File: config.mk
export PLATFORM = sky130hd
export DESIGN_NAME = load_store_unit
export DESIGN_NICKNAME = d
export VERILOG_FILES = /design/src/rtl/lsu_pkg.sv /design/src/rtl/lsu_copy_ctr.sv /design/src/rtl/load_store_unit.sv
export SDC_FILE = /design/constraint.sdc
export NUM_CORES = 1
export LEC_CHECK = 0
export CAP_MARGIN = 20
export CORE_MARGIN = 2
export CORE_UTILIZATION = 45
export DETAILED_ROUTE_END_ITERATION = 8
export HOLD_SLACK_MARGIN = 0.03
export PLACE_DENSITY_LB_ADDON = 0.1
export SYNTH_ARGS = -nofsm -noshare
export SYNTH_HDL_FRONTEND = slang
export SYNTH_SLANG_ARGS = --single-unit
export TNS_END_PERCENT = 20
File: constraint.sdc
create_clock -name clk -period 2.2 [get_ports clk]
set_input_delay 0.22 -clock clk [delete_from_list [all_inputs] [get_ports clk]]
set_output_delay 0.22 -clock clk [all_outputs]
set_load 0.02 [all_outputs]
File: src/rtl/lsu_pkg.sv
// lsu_pkg: op encodings, FSM states, sizing defaults and range helper shared by the load/store unit
package lsu_pkg;
  localparam int LSU_ADDR_W = 6;
  localparam int LSU_DATA_W = 8;
  localparam int LSU_MEM_DEPTH = 50;
  typedef enum logic [1:0] {OP_LOAD = 2'b00, OP_STORE = 2'b01, OP_COPY = 2'b10, OP_RSVD = 2'b11} lsu_op_e;
  typedef enum logic [2:0] {IDLE, RD, RD_WAIT, WR, RESP} lsu_state_e;
  function automatic logic out_of_range(input int addr, input int depth);
    return addr >= depth;
  endfunction
endpackage

File: src/rtl/lsu_copy_ctr.sv
// lsu_copy_ctr: COPY byte index (clk, rst, load/inc in; idx, wrapped src_addr/dst_addr, done out)
module lsu_copy_ctr #(
  parameter int ADDR_W = 6
) (
  input  logic              clk,
  input  logic              rst,
  input  logic              load,
  input  logic              inc,
  input  logic [ADDR_W-1:0] src_base,
  input  logic [ADDR_W-1:0] dst_base,
  input  logic [ADDR_W-1:0] len,
  output logic [ADDR_W-1:0] idx,
  output logic [ADDR_W-1:0] src_addr,
  output logic [ADDR_W-1:0] dst_addr,
  output logic              done
);
  logic [ADDR_W-1:0] src_q, dst_q, len_q;
  always_ff @(posedge clk or posedge rst)
    if (rst) begin
      idx <= '0;
      src_q <= '0;
      dst_q <= '0;
      len_q <= '0;
    end else if (load) begin
      idx <= '0;
      src_q <= src_base;
      dst_q <= dst_base;
      len_q <= len;
    end else if (inc) idx <= idx + 1'b1;
  assign src_addr = src_q + idx;
  assign dst_addr = dst_q + idx;
  assign done = idx == len_q;
endmodule

File: src/rtl/load_store_unit.sv
// load_store_unit: valid/ready LOAD/STORE/COPY initiator driving registered mem_read/mem_write/mem_addr/mem_wdata to a 1-cycle-latency memory and returning resp_valid/resp_data/resp_err; LSU_BOUNDS_CHECK_EN enables the MEM_DEPTH range check
module load_store_unit
  import lsu_pkg::*;
#(
  parameter int ADDR_W = LSU_ADDR_W,
  parameter int DATA_W = LSU_DATA_W,
  parameter int MEM_DEPTH = LSU_MEM_DEPTH
) (
  input  logic              clk,
  input  logic              rst,
  input  logic              req_valid,
  output logic              req_ready,
  input  logic [1:0]        req_op,
  input  logic [ADDR_W-1:0] req_addr,
  input  logic [ADDR_W-1:0] req_src,
  input  logic [ADDR_W-1:0] req_len,
  input  logic [DATA_W-1:0] req_wdata,
  output logic              resp_valid,
  output logic [DATA_W-1:0] resp_data,
  output logic              resp_err,
  output logic              mem_read,
  output logic              mem_write,
  output logic [ADDR_W-1:0] mem_addr,
  output logic [DATA_W-1:0] mem_wdata,
  input  logic [DATA_W-1:0] mem_rdata
);
`ifdef LSU_BOUNDS_CHECK_EN
  localparam bit CHK = 1'b1;
`else
  localparam bit CHK = 1'b0;
`endif
  lsu_state_e state, state_n;
  lsu_op_e op_q;
  logic rd_n, wr_n, err_n, load, inc, done;
  logic [ADDR_W-1:0] addr_n, idx, src_addr, dst_addr;
  logic [DATA_W-1:0] wdata_n, data_n;
  function automatic logic oob(input logic [ADDR_W-1:0] a);
    return CHK && out_of_range(int'(a), MEM_DEPTH);
  endfunction
  lsu_copy_ctr #(.ADDR_W(ADDR_W)) u_ctr (
    .clk(clk),
    .rst(rst),
    .load(load),
    .inc(inc),
    .src_base(req_src),
    .dst_base(req_addr),
    .len(req_len),
    .idx(idx),
    .src_addr(src_addr),
    .dst_addr(dst_addr),
    .done(done)
  );
  assign req_ready = state == IDLE;
  always_comb begin
    state_n = state;
    rd_n = 1'b0;
    wr_n = 1'b0;
    err_n = 1'b0;
    load = 1'b0;
    inc = 1'b0;
    addr_n = mem_addr;
    wdata_n = mem_wdata;
    data_n = resp_data;
    case (state)
      IDLE: if (req_valid) begin
        load = req_op == OP_COPY;
        data_n = '0;
        err_n = req_op == OP_COPY ? req_len != '0 && (oob(req_src) || oob(req_addr)) : oob(req_addr);
        rd_n = !err_n && (req_op == OP_COPY ? req_len != '0 : req_op != OP_STORE);
        wr_n = !err_n && req_op == OP_STORE;
        addr_n = req_op == OP_COPY ? req_src : req_addr;
        wdata_n = req_op == OP_STORE ? req_wdata : mem_wdata;
        state_n = rd_n ? RD : wr_n ? WR : RESP;
      end
      RD: state_n = RD_WAIT;
      RD_WAIT: begin
        wr_n = op_q == OP_COPY;
        inc = wr_n;
        addr_n = wr_n ? dst_addr : mem_addr;
        wdata_n = wr_n ? mem_rdata : mem_wdata;
        data_n = wr_n ? resp_data : mem_rdata;
        state_n = wr_n ? WR : RESP;
      end
      WR: begin
        err_n = op_q == OP_COPY && !done && (oob(src_addr) || oob(dst_addr));
        rd_n = op_q == OP_COPY && !done && !err_n;
        addr_n = rd_n ? src_addr : mem_addr;
        data_n = op_q == OP_COPY ? DATA_W'(idx) : '0;
        state_n = rd_n ? RD : RESP;
      end
      default: state_n = IDLE;
    endcase
  end
  always_ff @(posedge clk or posedge rst)
    if (rst) begin
      state <= IDLE;
      op_q <= OP_LOAD;
      mem_read <= 1'b0;
      mem_write <= 1'b0;
      mem_addr <= '0;
      mem_wdata <= '0;
      resp_valid <= 1'b0;
      resp_err <= 1'b0;
      resp_data <= '0;
    end else begin
      state <= state_n;
      if (state == IDLE && req_valid) op_q <= lsu_op_e'(req_op);
      mem_read <= rd_n;
      mem_write <= wr_n;
      mem_addr <= addr_n;
      mem_wdata <= wdata_n;
      resp_valid <= state_n == RESP;
      resp_err <= err_n;
      resp_data <= data_n;
    end
endmodule
==> metrics <==
Final Hold Viols 0; YS warnings 0; Net Switching roughly 2000 uW; CP peak stage delay 0.39 ns; Clk Latency, worst-skew pair 0.31 ns; first-pass GRT wire length ~11000 um; GRT overflow 0; final design utilization 0.632; final wirelength approximately 6600 um; Die ar. 0.00687 sq mm; # placed instances between 400 and 500; main flop type after synthesis dfrtp_1; clk_skew between 0.01 and 0.015 ns; EDFF count, synth 0; Final Cycle Share 0.985; largest fanout on the critical path 5; RSZ-0062 raised after global routing true; vias in the first global route about 2.3k; internal cell power 2980 uW; detailed placer's ending HPWL 5040 um; Num CTS Buffers 5; worst vdd ir 0.607 mV; CP Capture Type register; initial antenna violation count 0; Final ANT Viol Nets 0; Core Rows 28; clk sinks 54; Logic pwr share 0.548; Post-Layout Cell Count between 400 and 500; H-Tree Depth 2; layout cells sized above 1 0.148; Worst-path clk slew ~0.10 ns; Rel. slew slack 0.590; TritonRoute pass-1 iters 4; critical-path cell list nand3b_4, mux2_4, ha_4, fa_2, a21o_1, a21oi_2, xnor2_1, a21oi_1, o21ai_1; First DRT Iteration DRCs 146; CTS root buffer clkbuf_8; min Tclk post-route about 2.2 ns; aggregate global-route resource usage 0.202; vias per cell 5.09; Hold Slack between 0.2 and 0.25 ns; post-layout net count 417; total leakage power approximately 0.0017 uW; power per cell area about 1300 mW/mm^2; switch share 0.400; largest net degree at the start of global routing 25; # DRC 0; Flop pwr share 0.345; P&R area growth vs syn 34.4%; port bufs 64; slowest cell on the critical path dfrtp_1; syn_area_per_cell around 9.6 sq um; CTS Hold Bufs 0; WP data arrival about 2.3 ns; Syn Nets about 340; clock share of power 0.107; drt wl/cell approximately 15 um; CTS tree yes; Starting Density 0.470; asr flop ratio synth 1.00; crit path launch type register; via count between 2k and 2.5k; final setup fails 0; height of the chip around 83 um; RePlAce Congestion between 0.7 and 0.8; library cells used by synthesis between 40 and 50; register bit count reported by yosys 54; Placeable Area 0.00596 sq mm; clock buffer depth 2; Die X-Extent 82.9 um; ANT cells 0; f_max 462 MHz; outcome completed; Worst Hold Class primary input to async pin; critical path required time around 2.4 ns; io pins 66; sequential area share after synthesis 0.483; critical path class register to register; max-slew violations 0; worst-margin pin slew about 0.61 ns; synthesized area between 0.002 and 0.003 sq mm; Max-Cap Viols 0; Post-Synthesis Cells between 200 and 300
-- registers in the layout, summed over array words and instances (netlist names) --
name,cells
mem_addr,6
state,3
mem_write,1
u_ctr.len_q,6
op_q,2
resp_data,8
u_ctr.dst_q,6
mem_wdata,8
mem_read,1
u_ctr.src_q,6
u_ctr.idx,6
resp_valid,1
-- worst paths after layout --
path	end	slack, ns	depth (start not counted)	start
max	mem_addr[4]	0.03	9	state[2]
min	mem_wdata[1]	0.24	2	rst
max reg2reg	mem_addr[4]	0.03	9	state[2]
min reg2reg	u_ctr.dst_q[2]	0.48	2	u_ctr.dst_q[2]
max in group asynchronous	u_ctr.idx[1]	1.34	3	rst
min in group clk	u_ctr.len_q[2]	0.46	3	req_len[2]
-- cell usage in the layout (no fill, tap or decap), types with 4 or more instances in the layout --
cell             instances
nand2_1                 70
clkdlybuf4s50_1         64
dfrtp_1                 54
buf_4                   26
nor2_1                  22
mux2i_1                 15
a21oi_1                 14
o21ai_0                 13
xnor2_1                 11
mux2_2                   6
a22oi_1                  6
clkbuf_8                 5
xor2_1                   4
o21ai_1                  4
inv_1                    4
-- layout make-up --
| type | count | area (sq um) |
|---|---|---|
| Clock buffer | 7 | 76.3 |
| Fill cell | 544 | 2190 |
| Tap cell | 75 | 93.8 |
| Inverter | 6 | 22.5 |
| Multi-Input combinational cell | 214 | 1380 |
| Sequential cell | 54 | 1350 |
| Timing Repair Buffer | 90 | 836 |
-- kinds of logic (layout without fill, tap and decap cells) --
kind of cell,count (synthesis),after routing,share of synthesized area
multiplexers,23,23,0.0858
other,1,1,0.00134
AO/OA/AOI/OAI,53,53,0.113
XOR/XNOR,15,15,0.0469
flip-flops,54,54,0.483
buffers and inverters,23,103,0.0496
AND/OR/NAND/NOR,115,115,0.186
adder cells (fa/ha/maj),7,7,0.0340
-- worst max-delay path, delay by kind of cell, from the launching register on --
kind | cells | cell delay [ns]
compound gates | 4 | 0.52
fa+ha+maj | 2 | 0.51
flops | 1 | 0.39
mux | 1 | 0.33
simple gates | 1 | 0.20
xor+xnor | 1 | 0.08
-- timing repair --
item                       CTS  global route
setup endpoints to repair    2             4
buffers inserted             1             2
hold endpoints to repair     0             0
gates resized for setup      2             6
pin swaps                    5             6
-- cells in the mapped netlist (all sizes together), types with 3 or more instances --
cell	count	area (sq um)
mux2i	15	150
dfrtp	54	1350
xor2	4	35.0
a21o	3	22.5
a22oi	6	45.0
nand2b	3	18.8
xnor2	11	96.3
nand2	70	263
mux2	8	90.1
o21ai	17	85.1
inv	6	22.5
nor2	24	95.1
a21oi	16	80.1
ha	6	75.1
buf	15	109
nor3	4	31.3
-- stage by stage --
step	instance area (sq um)	worst slack (ns)	power [uW]	TNS, ns
floorplan	2840	-0.00255	3400	-0.00255
global route	3760	-0.0601	5360	-0.110
CTS	3720	0.000728	4920	0
global placement	3620	0.0470	4280	0
finish	3760	0.0332	4970	0
detailed placement	3620	-0.0521	4340	-0.0521
-- power groups by stage --
stage	Combinational [uW]	Clock (uW)	Sequential, uW
2_1_floorplan	1430	0	1970
4_1_cts	2660	552	1710
6_report	2720	532	1710
3_3_place_gp	2560	0	1730
5_1_grt	3010	581	1770
3_5_place_dp	2610	0	1730
-- metal layers --
metal	track usage	up-vias	routed length, um
met3	0.0358	8	336
met1	0.274	1049	3050
met5	0	-	0
met4	0.0537	0	80
li1	-	1143	-
met2	0.336	69	3090
No activity file was read; power rests on OpenSTA's default activity.
